## src/rtl/mem_access_unit.sv

```systemverilog
// mem_access_unit: load/store unit between the execute stage and a simple
// request/acknowledge memory port. It handles byte, half and word accesses,
// drives lane-replicated store data with byte enables, and returns sign- or
// zero-extended load data. Misaligned accesses and bus timeouts are reported
// as sticky flags that apply to the most recent access.
module mem_access_unit #(
    parameter int unsigned TIMEOUT = 16
) (
    input  logic        clk,
    input  logic        rst,
    input  logic        start,
    input  logic [6:0]  opcode,
    input  logic [31:0] addr,
    input  logic [31:0] store_data,
    input  logic [1:0]  whb,
    input  logic        su,
    output logic [31:0] read_data,
    output logic        done,
    output logic        busy,
    output logic        misaligned,
    output logic        bus_err,
    output logic        mem_req,
    output logic        mem_we,
    output logic [31:0] mem_addr,
    output logic [31:0] mem_wdata,
    output logic [3:0]  mem_be,
    input  logic [31:0] mem_rdata,
    input  logic        mem_ack
);

    localparam logic [6:0]  OP_LOAD  = 7'b0000011;
    localparam logic [6:0]  OP_STORE = 7'b0100011;
    localparam int unsigned CW       = $clog2(TIMEOUT + 1);

    typedef enum logic [1:0] {
        S_IDLE,
        S_REQ,
        S_DONE
    } state_t;

    state_t       r_state, w_next;
    logic [6:0]   r_opcode;
    logic [31:0]  r_addr;
    logic [31:0]  r_sdata;
    logic [1:0]   r_whb;
    logic         r_su;
    logic [CW-1:0] r_count;
    logic [31:0]  r_read_data;
    logic         r_misaligned;
    logic         r_bus_err;

    logic w_in_mem, w_in_misal, w_accept, w_ack_ok, w_timeout;
    logic w_r_load, w_r_store;
    logic [7:0]  w_byte;
    logic [15:0] w_half;
    logic [31:0] w_load_ext;
    logic [3:0]  w_store_be;
    logic [31:0] w_store_data;

    // Decode of the access presented this cycle (used only when accepting)
    always_comb begin
        w_in_mem   = (opcode == OP_LOAD) || (opcode == OP_STORE);
        w_in_misal = 1'b0;
        case (whb)
            2'b00:   w_in_misal = 1'b0;
            2'b01:   w_in_misal = addr[0];
            default: w_in_misal = (addr[1:0] != 2'b00);
        endcase
    end

    // Next-state logic and transition qualifiers
    always_comb begin
        w_next    = r_state;
        w_accept  = 1'b0;
        w_ack_ok  = 1'b0;
        w_timeout = 1'b0;
        case (r_state)
            S_IDLE: begin
                if (start) begin
                    w_accept = 1'b1;
                    w_next   = (w_in_mem && !w_in_misal) ? S_REQ : S_DONE;
                end
            end
            S_REQ: begin
                // ack on the final wait cycle still completes normally
                if (mem_ack) begin
                    w_ack_ok = 1'b1;
                    w_next   = S_DONE;
                end else if (r_count == CW'(TIMEOUT - 1)) begin
                    w_timeout = 1'b1;
                    w_next    = S_DONE;
                end
            end
            S_DONE:  w_next = S_IDLE;
            default: w_next = S_IDLE;
        endcase
    end

    // Lane selection and extension of returned load data
    always_comb begin
        w_r_load  = (r_opcode == OP_LOAD);
        w_r_store = (r_opcode == OP_STORE);
        case (r_addr[1:0])
            2'b00:   w_byte = mem_rdata[7:0];
            2'b01:   w_byte = mem_rdata[15:8];
            2'b10:   w_byte = mem_rdata[23:16];
            default: w_byte = mem_rdata[31:24];
        endcase
        w_half = r_addr[1] ? mem_rdata[31:16] : mem_rdata[15:0];
        case (r_whb)
            2'b00:   w_load_ext = {{24{r_su & w_byte[7]}}, w_byte};
            2'b01:   w_load_ext = {{16{r_su & w_half[15]}}, w_half};
            default: w_load_ext = mem_rdata;
        endcase
    end

    // Store byte enables and lane-replicated write data
    always_comb begin
        case (r_whb)
            2'b00: begin
                w_store_be   = 4'b0001 << r_addr[1:0];
                w_store_data = {4{r_sdata[7:0]}};
            end
            2'b01: begin
                w_store_be   = r_addr[1] ? 4'b1100 : 4'b0011;
                w_store_data = {2{r_sdata[15:0]}};
            end
            default: begin
                w_store_be   = 4'b1111;
                w_store_data = r_sdata;
            end
        endcase
    end

    // State register, access latch, wait counter, result and status flags
    always_ff @(posedge clk) begin
        if (rst) begin
            r_state      <= S_IDLE;
            r_opcode     <= '0;
            r_addr       <= '0;
            r_sdata      <= '0;
            r_whb        <= '0;
            r_su         <= 1'b0;
            r_count      <= '0;
            r_read_data  <= '0;
            r_misaligned <= 1'b0;
            r_bus_err    <= 1'b0;
        end else begin
            r_state <= w_next;
            if (w_accept) begin
                r_opcode     <= opcode;
                r_addr       <= addr;
                r_sdata      <= store_data;
                r_whb        <= whb;
                r_su         <= su;
                r_count      <= '0;
                r_misaligned <= w_in_mem && w_in_misal;
                r_bus_err    <= 1'b0;
            end else if (r_state == S_REQ && !mem_ack) begin
                r_count <= r_count + CW'(1);
            end
            if (w_timeout) begin
                r_bus_err <= 1'b1;
            end
            if (w_ack_ok && w_r_load) begin
                r_read_data <= w_load_ext;
            end
        end
    end

    // Output drive derived from state and the latched access
    always_comb begin
        busy       = (r_state != S_IDLE);
        done       = (r_state == S_DONE);
        mem_req    = (r_state == S_REQ);
        mem_we     = mem_req && w_r_store;
        mem_be     = mem_req ? (w_r_store ? w_store_be : 4'b1111) : 4'b0000;
        mem_addr   = {r_addr[31:2], 2'b00};
        mem_wdata  = w_store_data;
        read_data  = r_read_data;
        misaligned = r_misaligned;
        bus_err    = r_bus_err;
    end

endmodule

```

## config.mk

```make
export PLATFORM = sky130hd
export DESIGN_NAME = mem_access_unit
export DESIGN_NICKNAME = d
export VERILOG_FILES = /design/src/rtl/mem_access_unit.sv
export SDC_FILE = /design/constraint.sdc
export NUM_CORES = 1
export LEC_CHECK = 0
export CORE_MARGIN = 2
export CORE_UTILIZATION = 28
export DETAILED_ROUTE_END_ITERATION = 12
export PLACE_DENSITY = 0.65
export SLEW_MARGIN = 10
export SYNTH_ARGS = -nofsm -noshare
export SYNTH_HDL_FRONTEND = slang
export SYNTH_SLANG_ARGS = --single-unit
export TNS_END_PERCENT = 5
```

## constraint.sdc

```tcl
create_clock -name clk -period 2.7 [get_ports clk]
set_input_delay 0.54 -clock clk [delete_from_list [all_inputs] [get_ports clk]]
set_output_delay 0.54 -clock clk [all_outputs]
set_load 0.1 [all_outputs]
```

* Yosys cells after proc, flatten, opt, wreduce, memory -nomap -nowiden *
Index checks and enable logic that the tools add are counted.

word-level totals
  register bits = 115
  bits of input ports = 110
  output and inout bits = 106
  word-level logic and storage cells = 67

operators by class
  add/sub/neg operators = 1
  eq/ne operators = 13
  shift operators = 1
  muxes and demuxes = 23
  bitwise gates (word level) = 2
  reductions and logical operators = 17

operators with widths
  cell                   number
  $pmux W32 S2           2
  $pmux W8 S3            1
  $mux W16               1
  $eq A7 B2 Y1 const B   2
  $eq A7 B6 Y1 const B   2
  $mux W4                3
  $mux W1                9
  $eq A2 B1 Y1 const B   4
  $logic_not A2 Y1       4
  $mux W2                4
  $pmux W4 S2            1
  $reduce_bool A2 Y1     3
  $add A5 B1 Y5 const B  1
  $eq A5 B4 Y1 const B   1
  $logic_and A1 B1 Y1    5
  $eq A2 B2 Y1 const B   2
  $pmux W2 S2            1
  $shl A1 B2 Y4 const A  1
  $ne A3 B1 Y1 const B   1
  $and A1 B1 Y1          2
  $logic_not A1 Y1       2
  $ne A2 B2 Y1 const B   1
  $pmux W1 S2            1
  $reduce_and A2 Y1      1
  2 further kinds        2

* Depth between registers and ports, before layout *
Gate-level depths: netlist of the first run.

  word-level depth = 7
  depth in mapped cells = 7
  mapped depth without buffers = 7

* Worst setup path after synthesis of the first run *
OpenSTA, ideal clock, no wires.

  path kind = register to output
  start point = reg r_whb[0]
  end point = out mem_wdata[24]
  arrival = 3,002 ps
  required time = 2,160 ps
  slack = -842 ps
  cell stages (with the launch flop) = 5
  path buffers = 2
  cells stage by stage = dfxtp_1 -> buf_6 -> buf_2 -> mux2i_1 -> o21ai_0

on the way
  cells in the longest elaborated chain, start to end = 2
  elaborated cells on any way between the ends = 3
  those cells by class = 1 x eq/ne; 1 x mux; 1 x reduce/logical

ends and longest elaborated chain
  item                                                     RTL line  text
  from (decl)                                              45        logic [1:0] r_whb;
  from (signal assigned)                                   154       r_whb <= whb;
  $eq A2 B1 Y1 / $logic_not A2 Y1 (equally long branches)  119       case (r_whb)
  $pmux W32 S2 *                                           119
  to (decl)                                                25        output logic [31:0] mem_wdata,

Mark *: on every way between the ends. The rest lies on a longest branch, timed or not.

* Final worst setup path of the first run *
  start point = reg r_whb[0]
  end point = out mem_be[0]

on the way
  cells in the longest elaborated chain, start to end = 4
  elaborated cells on any way between the ends = 5
  those cells by class = 1 x eq/ne; 3 x mux; 1 x reduce/logical

ends and longest elaborated chain
  item                                                     RTL line  text
  $eq A2 B1 Y1 / $logic_not A2 Y1 (equally long branches)  119
  $pmux W4 S2 *                                            119
  $mux W4 * (2 in a row)                                   177       mem_be = mem_req ? (w_r_store ? w_store_be : 4'b1111) : 4'b0000;
  to (decl)                                                26        output logic [3:0] mem_be,

Marked as above.

==> run_results.csv, run 1 <==
group,metric,value,unit
clock_network,worstSkewPairLatency,0.41,ns
timing,grt_setup_unrepaired,"false",
clock_network,post_cts_resized,0,
cells_and_area,final_cells,927,
drt,postRouteWirelength,16.2,mm
drt,met2_length,7.47,mm
drt,ant_nets,0,
synth,synth_area,0.00514,mm²
drt,vias_per_cell,4.98,
clock_network,cts_sinks,115,
grt,grt_remaining_overflow,0,
timing,final-setup-viol-count,0,
timing,slew_headroom,46.6,%
power,ir_drop,0.408,mV
synth,yosysWarnings,0,
timing,fin_tns_setup,0,ns
setup_path,critPathKind,"reg2out",
clock_network,postCtsSetupRepairBufs,0,
clock_network,cts-root-buf,"clkbuf_16",
cells_and_area,fin_area,0.00775,mm²
cells_and_area,fillCellCount,1752,
timing,hold_violations,0,
drt,dr.pass1.iters,4,
timing,post-route-period-util,92.9,%
setup_path,cp.arrival,1.97,ns
power,leakage,0.00307,µW
place,hpwlAfterDp,11.6,mm
cells_and_area,syn_to_final_growth,50.8,%
grt,grt_pass1_vias,4453,
drt,drt_iter0_markers,209,
synth,synth_flop_cell,"dfxtp_1",
place,gp_congestion,0.809,
synth,synth_area_per_cell,9.88,µm²
drt,wl_met1,6.80,mm
floorplan,core_area,0.0180,mm²
place,dp.cells,895,
drt,wire_per_inst,17.5,µm
synth,synth-edff-count,0,
cells_and_area,nNetsFinal,797,
clock_network,hold_buffers,0,
synth,syn_inst,520,
floorplan,die_h,139,µm
synth,ys_seq_area_share,44.8,%
timing,fin_worst_skew,0.00888,ns
setup_path,start_kind,"flip-flop",
grt,antenna_found_initial,0,
timing,tightest_slew,0.799,ns
timing,layout_min_cycle_time,2.51,ns
drt,wl_met3,1.69,mm
setup_path,cp_max_fo,9,
synth,yosysUniqueCellTypes,46,
cells_and_area,final_layout_size_suffix_gt1_share,26.5,%
flow_run,maxCapViolCount,0,
clock_network,tritoncts,"yes",
synth,synth_seq_cells,115,
floorplan,start_util,28.6,%
setup_path,endpoint_kind,"output pin",
timing,slew_violations,0,
status,outcome,"complete, no violations",
floorplan,die_w,139,µm
drt,top_layer,"met4",
place,port_buffers,213,
grt,grt_max_degree,76,
setup_path,crit_required,2.16,ns
cells_and_area,antenna_cells,0,
floorplan,rows,49,
clock_network,cts.htree.levels,4,
place,placed_area,0.00717,mm²
power,p_per_area,719,mW/mm²
clock_network,clockBufferDepth,2,
synth,async_flop_share,0,%
clock_network,path_clk_slew,0.06,ns
grt,track_usage,16.5,%
timing,fmax,0.398,GHz
floorplan,fp.dieArea,0.0194,mm²
drt,drc_errors,0,
hold_path,min_path_type,"reg2reg",
floorplan,ioPinCount,216,
clock_network,cts_inserted_buffers,17,
drt,vias,4621,
grt,grt_pass1_wl,25.1,mm
-- layout by cell type (no fill, tap or decap), types with 5 or more instances in the layout --
master           count
dfxtp_1            114
o21ai_0              5
inv_6                5
nand2_1             37
a22oi_1              5
a21oi_1             17
mux2_2              21
mux2i_1             11
nor2b_1              6
clkdlybuf4s50_1    109
nor2_1              29
nand3_1             22
a211oi_1            17
o311ai_0            16
a22o_1              78
a32oi_1              5
clkbuf_16           17
o21ai_1              8
inv_1                6
buf_4               95
buf_12              23
-- flip-flops by register name (all words and copies together), names as in the netlist --
register / cells
r_addr: 32
r_sdata: 32
read_data: 32
r_opcode: 7
r_count: 5
r_state: 2
r_whb: 2
bus_err: 1
misaligned: 1
r_su: 1
-- final cells by class --
type | instances | area [µm²] | share of cell area (%)
sequential | 115 | 2300 | 29.7
multi-input combinational | 317 | 2290 | 29.6
timing repair buffer | 227 | 2260 | 29.2
clock buffer | 17 | 425 | 5.49
tap | 229 | 287 | 3.70
clock inverter | 15 | 149 | 1.92
inverter | 7 | 26.3 | 0.339
-- kinds of logic (layout without fill, tap and decap cells) --
kind of cell | Yosys count | count (layout) | share of synthesized area, %
AOI/OAI and AO/OA | 163 | 163 | 25.5
DFF | 115 | 115 | 44.8
and+or+nand+nor | 115 | 115 | 11.0
buffers and inverters | 89 | 266 | 10.9
muxes | 32 | 32 | 6.75
xor gates and xnor gates | 3 | 3 | 0.512
adders and majority gates | 2 | 2 | 0.487
other | 1 | 2 | 0.0730
-- per-stage QoR --
step                      hold slack (ns)  worst slack (ns)  total power, µW  util [%]
after CTS                           0.464             0.140             5630      43.1
after floorplan                     0.441            -0.286             2960         -
after global routing                0.489            0.0503             5780      43.1
after global placement              0.451             0.343             3410      39.9
after detailed placement            0.445             0.316             3410      39.9
final                               0.465             0.190             5570      43.1
-- synthesized netlist by cell type (3+ instances only) --
| cell type | instances | area, µm² |
|---|---|---|
| nand2_1 | 37 | 139 |
| inv_1 | 6 | 22.5 |
| a211oi_1 | 17 | 128 |
| nor3_1 | 4 | 20.0 |
| buf_6 | 5 | 56.3 |
| nand3_1 | 22 | 110 |
| mux2_2 | 21 | 236 |
| buf_4 | 42 | 315 |
| o311ai_0 | 16 | 140 |
| nor2_1 | 29 | 109 |
| a21oi_1 | 18 | 90.1 |
| o21ai_0 | 13 | 65.1 |
| and3_1 | 3 | 18.8 |
| mux2i_1 | 11 | 110 |
| a22o_1 | 78 | 683 |
| nor2b_1 | 6 | 37.5 |
| buf_2 | 24 | 120 |
| dfxtp_1 | 115 | 2300 |
| a32oi_1 | 5 | 43.8 |
| a22oi_1 | 5 | 37.5 |
| clkbuf_1 | 11 | 41.3 |
-- worst max-delay path, cell delays in order, from the launching register on --
cell and delay [ns]:
dfxtp_1 0.46, nand2b_1 0.14, buf_4 0.19, a21o_1 0.33, nor2_1 0.07, nor2_1 0.17
buf_12 0.20
-- final timing paths --
path	startpoint	endpoint	slack, ns	cells past startpoint
max reg2reg	r_whb[1]	read_data[8]	0.68	5
max	r_whb[0]	mem_be[0]	0.19	6
min	misaligned	misaligned	0.46	2
min reg2reg	misaligned	misaligned	0.46	2
-- power by group --
group | switching, µW | internal (µW) | total (µW) | leakage (µW)
Sequential | 78.5 | 1790 | 1870 | 0.000938
Combinational | 1000 | 499 | 1500 | 0.00186
Clock | 907 | 1290 | 2200 | 0.000271
Total | 1990 | 3580 | 5570 | 0.00307
-- layer usage --
metal  vias to the layer above  track usage [%]
met4                         0             5.69
met2                       210             25.7
met1                      2157             20.7
met5                         -                0
li1                       2236                -
met3                        18             6.88
No activity file was read; power rests on OpenSTA's default activity.
==> inputs of run 2 (changes only) <==
Settings changed: HOLD_SLACK_MARGIN from default to 0.05.
==> results of run 2 <==
Same layout as run 1: the final DEF is identical, and so are final timing and power.
